`src/rtl/word_receiver_if.sv`:
```
// Handshake/bus bundle between the word receiver and its producer/consumer.
// The master side drives the serial stream and the ack; the slave side is
// the receiver itself, which returns the assembled word and status.
interface word_receiver_if #(
  parameter int unsigned WIDTH = 32,
  parameter int unsigned CW    = $clog2(WIDTH + 1)
);

  logic             enable;     // sample din this cycle
  logic             din;        // serial data bit
  logic             clear;      // abandon the partial word
  logic             ack;        // consumer accepts data
  logic [WIDTH-1:0] data;       // last completed word, MSB received first
  logic             valid;      // data holds an unacknowledged word
  logic             busy;       // a partial word is in progress
  logic             overrun;    // sticky: a completed word was dropped
  logic [CW-1:0]    bit_count;  // bits collected in the current partial word

  modport master (
    output enable,
    output din,
    output clear,
    output ack,
    input  data,
    input  valid,
    input  busy,
    input  overrun,
    input  bit_count
  );

  modport slave (
    input  enable,
    input  din,
    input  clear,
    input  ack,
    output data,
    output valid,
    output busy,
    output overrun,
    output bit_count
  );

endinterface

```
`src/rtl/word_receiver.sv`:
```
// Serial-to-parallel capture stage. Shifts one bit per enabled cycle, MSB
// first, into a WIDTH-1 bit shift register; the WIDTH-th bit completes the
// word, which is loaded into a separate output register and offered to the
// consumer with a valid/ack handshake. Reception continues while a word is
// held, so a completed word that finds the output register still occupied
// is dropped and flagged as a sticky overrun.
module word_receiver #(
  parameter int unsigned WIDTH = 32
) (
  input  logic              i_clk,
  input  logic              i_rst_n,
  word_receiver_if.slave    bus_if
);

  localparam int unsigned CW = $clog2(WIDTH + 1);

  typedef enum logic [0:0] {
    StIdle,
    StShift
  } state_e;

  // State and datapath registers
  state_e           r_state;
  logic [WIDTH-2:0] r_sh;
  logic [CW-1:0]    r_count;
  logic [WIDTH-1:0] r_data;
  logic             r_valid;
  logic             r_overrun;

  // Next-state values
  state_e           w_state_d;
  logic [WIDTH-2:0] w_sh_d;
  logic [CW-1:0]    w_count_d;
  logic [WIDTH-1:0] w_data_d;
  logic             w_valid_d;
  logic             w_overrun_d;

  // Decoded events
  logic [WIDTH-1:0] w_word;      // shift register with the incoming bit appended
  logic             w_last_bit;  // the next enabled sample completes the word
  logic             w_sample;    // enabled sample that is not discarded by clear
  logic             w_complete;  // this cycle's sample completes a word

  // {sh, in} serves both as the shifted register (low WIDTH-1 bits) and as
  // the completed word, which keeps WIDTH == 2 free of empty slices.
  assign w_word     = {r_sh, bus_if.din};
  assign w_last_bit = (r_count == CW'(WIDTH - 1));
  assign w_sample   = bus_if.enable & ~bus_if.clear;
  assign w_complete = w_sample & w_last_bit;

  // Next-state logic: FSM, bit counter, shift register and output handshake
  always_comb begin
    w_state_d   = r_state;
    w_sh_d      = r_sh;
    w_count_d   = r_count;
    w_data_d    = r_data;
    w_valid_d   = r_valid;
    w_overrun_d = r_overrun;

    // clear wins over any sample in the same cycle, including completion
    if (bus_if.clear) begin
      w_count_d = '0;
      w_state_d = StIdle;
    end else if (bus_if.enable) begin
      if (w_last_bit) begin
        w_count_d = '0;
        w_state_d = StIdle;
      end else begin
        w_sh_d    = w_word[WIDTH-2:0];
        w_count_d = r_count + CW'(1);
        w_state_d = StShift;
      end
    end

    // A same-cycle ack frees the output register for the new word, so valid
    // stays high without a gap.
    if (w_complete) begin
      if (!r_valid || bus_if.ack) begin
        w_data_d  = w_word;
        w_valid_d = 1'b1;
      end else begin
        w_overrun_d = 1'b1;
      end
    end else if (bus_if.ack && r_valid) begin
      w_valid_d = 1'b0;
    end
  end

  // State register with synchronous active-low reset
  always_ff @(posedge i_clk) begin
    if (!i_rst_n) begin
      r_state   <= StIdle;
      r_sh      <= '0;
      r_count   <= '0;
      r_data    <= '0;
      r_valid   <= 1'b0;
      r_overrun <= 1'b0;
    end else begin
      r_state   <= w_state_d;
      r_sh      <= w_sh_d;
      r_count   <= w_count_d;
      r_data    <= w_data_d;
      r_valid   <= w_valid_d;
      r_overrun <= w_overrun_d;
    end
  end

  // All outputs come straight from registers
  assign bus_if.data      = r_data;
  assign bus_if.valid     = r_valid;
  assign bus_if.busy      = (r_state == StShift);
  assign bus_if.overrun   = r_overrun;
  assign bus_if.bit_count = r_count;

endmodule

```
`src/flat_wrapper.sv`:
```
// flat-port wrapper written by rule: the top's interface ports become plain ports
module word_receiver_flat 
#(
  parameter int unsigned WIDTH = 32
)
  (i_clk, i_rst_n, bus_if_enable, bus_if_din, bus_if_clear, bus_if_ack, bus_if_data, bus_if_valid, bus_if_busy, bus_if_overrun, bus_if_bit_count);
  word_receiver_if #(.WIDTH(WIDTH)) bus_if_i ();
  input  logic i_clk;
  input  logic i_rst_n;
  input wire logic [$bits(bus_if_i.enable)-1:0] bus_if_enable;
  input wire logic [$bits(bus_if_i.din)-1:0] bus_if_din;
  input wire logic [$bits(bus_if_i.clear)-1:0] bus_if_clear;
  input wire logic [$bits(bus_if_i.ack)-1:0] bus_if_ack;
  output wire logic [$bits(bus_if_i.data)-1:0] bus_if_data;
  output wire logic [$bits(bus_if_i.valid)-1:0] bus_if_valid;
  output wire logic [$bits(bus_if_i.busy)-1:0] bus_if_busy;
  output wire logic [$bits(bus_if_i.overrun)-1:0] bus_if_overrun;
  output wire logic [$bits(bus_if_i.bit_count)-1:0] bus_if_bit_count;
  assign bus_if_i.enable = bus_if_enable;
  assign bus_if_i.din = bus_if_din;
  assign bus_if_i.clear = bus_if_clear;
  assign bus_if_i.ack = bus_if_ack;
  assign bus_if_data = bus_if_i.data;
  assign bus_if_valid = bus_if_i.valid;
  assign bus_if_busy = bus_if_i.busy;
  assign bus_if_overrun = bus_if_i.overrun;
  assign bus_if_bit_count = bus_if_i.bit_count;
  word_receiver #(.WIDTH(WIDTH)) u_core (.i_clk(i_clk), .i_rst_n(i_rst_n), .bus_if(bus_if_i));
endmodule
```
`config.mk`:
```
export PLATFORM = sky130hd
export DESIGN_NAME = word_receiver_flat
export DESIGN_NICKNAME = d
export VERILOG_FILES = /design/src/rtl/word_receiver_if.sv /design/src/rtl/word_receiver.sv /design/src/flat_wrapper.sv
export SDC_FILE = /design/constraint.sdc
export NUM_CORES = 1
export LEC_CHECK = 0
export ABC_AREA = 1
export BUFFER_PORTS_ARGS = -buffer_cell sky130_fd_sc_hd__buf_4
export CAP_MARGIN = 40
export CORE_ASPECT_RATIO = 1.25
export CORE_MARGIN = 2
export CORE_UTILIZATION = 25
export DETAILED_ROUTE_END_ITERATION = 10
export PLACE_DENSITY = 0.42
export SYNTH_ARGS = -nofsm -noshare
export SYNTH_HDL_FRONTEND = slang
export SYNTH_SLANG_ARGS = --single-unit
```
`constraint.sdc`:
```
create_clock -name i_clk -period 1.95 [get_ports i_clk]
set_clock_uncertainty 0.05 [all_clocks]
set_input_delay 0.0975 -clock i_clk [delete_from_list [all_inputs] [get_ports i_clk]]
set_output_delay 0.0975 -clock i_clk [all_outputs]
set_load 0.005 [all_outputs]
```
Yosys cells after proc, flatten, opt, wreduce, memory -nomap -nowiden. Index checks and enable logic that the tools add are counted.

Equal/unequal tests: 2. Bitwise gates (word level): 6. Reduce and logical (&&, ||, !) cells: 9. $add $sub $neg: 1. Muxes and demuxes: 5.

Operators by type and width (count): 6-bit by 1-bit adder with 6-bit output, second input constant (1); 6-bit by 5-bit == test with 1-bit output, second input constant (1); 6-bit 2-to-1 mux (1); 2-bit AND reduction (3); 1-bit 2-to-1 mux (4); 1-bit inverter (4); 3-bit AND reduction (1); 1-bit AND (2); 2-bit inequality test, second input constant (1); 2-bit nonzero test (1); 2-bit OR reduction (1); 1-bit logical AND (1); 1-bit zero test (1); 1-bit logical OR (1).

Word-level logic and storage cells: 29. Register bits after elaboration: 72.

Longest topological paths before layout.
Depth in word-level cells: 5. Mapped depth: 9. Depth with buffers taken out: 7.

Least setup slack after synthesis. No wires, ideal clock.

Path kind: flip-flop to flip-flop. Start: register u_core.r_count[0], in the netlist u_core.bus_if.bit_count[0]. End: register u_core.r_data[0], in the netlist u_core.bus_if.data[0]. Data arrival time: 1.344 ns. Path buffers: 1. Required time: 1.836 ns. Period minus slack after synthesis: 1.458 ns. Slack: 0.492 ns. Cell stages (with the launch flop): 9. Library setup time: 0.064 ns. Cells stage by stage: dfxtp_1 > ha_1 > nand3_2 > nor2_4 > nand3_2 > buf_2 > nand2_1 > inv_1 > nor2_1.

Longest elaborated chain between the ends: 3.

RTL lines: start: declaration (line word_receiver.sv:25) `logic [CW-1:0] r_count;`; start signal: assignment (line word_receiver.sv:101) `r_count <= w_count_d;`; 6-bit by 5-bit == test with 1-bit output (line word_receiver.sv:47) `assign w_last_bit = (r_count == CW'(WIDTH - 1));`; 1-bit AND (line word_receiver.sv:49) `assign w_complete = w_sample & w_last_bit;`; 2-bit AND reduction (no source line); end signal: assignment (line word_receiver.sv:102) `r_data <= w_data_d;`; end: declaration (line word_receiver.sv:26) `logic [WIDTH-1:0] r_data;`.

No other way between the ends. A chain may end at the register's enable or synchronous reset.

Worst setup path after layout.
Start: register u_core.r_count[1], in the netlist u_core.bus_if.bit_count[1]. End: register u_core.r_data[21], in the netlist u_core.bus_if.data[21].

Same word-level chain as after synthesis.

==> results.json <==
{
  "p_total_mw": 3.273,
  "holdPathEnd": "u_core.r_sh[0]",
  "wl_per_cell_um": 10.15,
  "rows": 46,
  "worst_slew_pin_slew_ns": 0.2626,
  "final_cell_area_um2": 4004,
  "synthCells": 492,
  "htreeDepth": 3,
  "portBuffers": 46,
  "fin_cells": 705,
  "min_from": "bus_if_din",
  "rsz0062_at_grt": "no",
  "drt_wl_total_um": 7153,
  "status": "completed",
  "grt_pass1_vias": 2701,
  "globalplace.congestion": 0.6823,
  "period_share_pct": 79.23,
  "maxCapViolCount": 0,
  "max-slew-margin-rel_pct": 82.50,
  "post_cts_resized": 0,
  "ff2ff_path_depth": 8,
  "wl_met2_um": 3332,
  "num_vias": 2775,
  "netlist_area_um2": 3233,
  "drt_iter0_drc": 105,
  "min_path_type": "in2reg",
  "clock-sinks": 72,
  "synth_nets": 499,
  "rrSetupSlack_ns": 0.41,
  "postCtsSetupBuffers": 0,
  "drive_gt1_share_pct": 14.15,
  "cts_tree": "yes",
  "antenna_found_initial": 0,
  "required_ns": 2.16,
  "switchingPower_uw": 733.4,
  "final_core_util_pct": 31.62,
  "p_leak_nw": 1.887,
  "critPathKind": "reg2reg",
  "avgSynthCellArea_um2": 6.571,
  "r2r_end": "u_core.bus_if.data[21]",
  "ant_nets": 0,
  "numCtsBuffers": 9,
  "cp_max_fo": 21,
  "p_int_mw": 2.539,
  "avgViaCountPerCell": 3.936,
  "antenna_cells": 0,
  "drc": 0,
  "track_usage_pct": 10.97,
  "synth-seq-cells": 72,
  "p_comb_share_pct": 6.3,
  "timing.rr.start": "u_core.bus_if.bit_count[1]",
  "top_layer_used": "met4",
  "grt-ovfl-total": 0,
  "place_inst": 691,
  "pwr-share-seq_pct": 46.9,
  "cp-end-kind": "flop",
  "hold_viol_final": 0,
  "root_buffer": "clkbuf_16",
  "wl_met1_um": 3415,
  "setup_viol": 0,
  "slew_viol_final": 0,
  "dieArea_um2": 13860,
  "hold_buffers": 0,
  "cts_buffer_depth": 2,
  "p_per_area_nw_per_um2": 817.4,
  "min_period_ns": 1.545,
  "p_sw_share_pct": 22.41,
  "coreArea_um2": 12660,
  "ios": 47,
  "postPlaceCellArea_um2": 3730,
  "hpwlAfterDp_um": 4757,
  "setup_tns_ns": 0,
  "yosysUniqueCellTypes": 21,
  "dieWidth_um": 105.7,
  "firstDrtPassIters": 4,
  "syn_to_final_growth_pct": 23.84,
  "grt_pass1_wl_um": 12410,
  "ir_drop_mv": 0.3335,
  "start_util_pct": 25.53,
  "nets": 541,
  "yosys_warnings": 0,
  "worstHoldPathCells": 5,
  "arrival_ns": 1.75,
  "worstSkewPairLatency_ns": 0.33,
  "wl_met3_um": 263,
  "die_h_um": 131.1,
  "fillers": 1448,
  "yosysSeqAreaShare_pct": 44.58,
  "grt_max_degree": 63,
  "clock.fmax_ghz": 0.6473,
  "clock_power_share_pct": 46.8,
  "clkTransAtPathRegs_ns": 0.06,
  "start_kind": "flop"
}
[routing by layer]
layer	vias to the layer above	global-route usage, %
li1	1519	-
met1	1214	13.22
met2	33	18.06
met3	9	2.976
met4	0	5.044
met5	-	0
[stage by stage]
step	setup WS, ns	hold slack [ns]
detailed placement	0.3981	0.3713
CTS	0.3639	0.02394
floorplan	0.4924	0.2294
global placement	0.4293	0.3688
global route	0.2055	0.04594
finish	0.4050	0.02715
[cell usage in the layout (no fill, tap or decap)]
cell type and n:
ha_1 1, inv_1 102, buf_4 56, clkbuf_16 9, nand3b_1 1, nand3_1 3
nor2_8 1, nor3_1 1, nand4_1 32, xnor2_1 2, nand2_1 136, o21ai_0 1
nand3_2 2, buf_12 1, a21oi_1 5, clkbuf_1 2, nor2_1 103, inv_2 2
clkbuf_8 3, dfxtp_1 72, nor2_4 2
[how the worst max path moves through the flow]
stage                               startpoint                          to  cells after the start
floorplan           u_core.bus_if.bit_count[0]       u_core.bus_if.data[0]                      8
detailed placement  u_core.bus_if.bit_count[1]      u_core.bus_if.data[19]                      8
CTS                 u_core.bus_if.bit_count[1]      u_core.bus_if.data[21]                      8
finish              u_core.bus_if.bit_count[1]      u_core.bus_if.data[21]                      8
global route        u_core.bus_if.bit_count[0]      u_core.bus_if.data[16]                      8
global placement    u_core.bus_if.bit_count[1]  u_core.bus_if.bit_count[3]                      7
[worst max-delay path: stages, from the launching register on]
cell and delay (ns):
dfxtp_1 0.39, ha_1 0.23, nand3_2 0.10, nor2_4 0.17, nand3_2 0.09, buf_4 0.23, nand2_1 0.08, inv_1 0.03
nor2_1 0.09
[synthesized netlist by cell type (all sizes together)]
cell type | count | area, um2
xnor2 | 2 | 17.52
ha | 1 | 12.51
nand2 | 136 | 510.5
nand3 | 5 | 35.03
nor3 | 1 | 5.000
nand4 | 32 | 200.2
o21ai | 1 | 5.000
clkbuf | 4 | 15.01
nand3b | 1 | 7.510
dfxtp | 72 | 1441
a21oi | 5 | 25.02
buf | 22 | 138.9
nor2 | 106 | 429.2
inv | 104 | 390.4
[cell type report]
type | instances | area, um2 | share of cell area, %
multi-input cells | 290 | 1247 | 31.16
well taps | 168 | 210.2 | 5.250
flip-flops and latches | 72 | 1441 | 36.00
inverters | 104 | 390.4 | 9.750
repair buffers | 57 | 440.4 | 11.00
clock buffers | 14 | 274.0 | 6.844
[state kept, by name (all words and copies together), names as in the netlist]
name and count:
u_core.bus_if.data 32, u_core.bus_if.valid 1, u_core.bus_if.overrun 1, u_core.r_sh 31, u_core.bus_if.bit_count 6, u_core.bus_if.busy 1
[cell families (layout without fill, tap and decap cells)]
group	after synthesis	count (layout)	synth area share, %
adder cells (fa/ha/maj)	1	1	0.3869
AND/OR/NAND/NOR	281	281	36.73
flip-flops	72	72	44.58
XOR/XNOR	2	2	0.5419
buffers and inverters	130	175	16.83
AO/OA/AOI/OAI	6	6	0.9285
[power by group through the flow]
stage,Sequential (mW),Clock [mW],Combinational [mW]
2_1_floorplan,1.56,0,0.172
3_3_place_gp,1.56,0,0.209
3_5_place_dp,1.57,0,0.211
4_1_cts,1.53,1.59,0.212
5_1_grt,1.54,1.66,0.242
6_report,1.53,1.53,0.207
No activity file was read; power rests on OpenSTA's default activity.
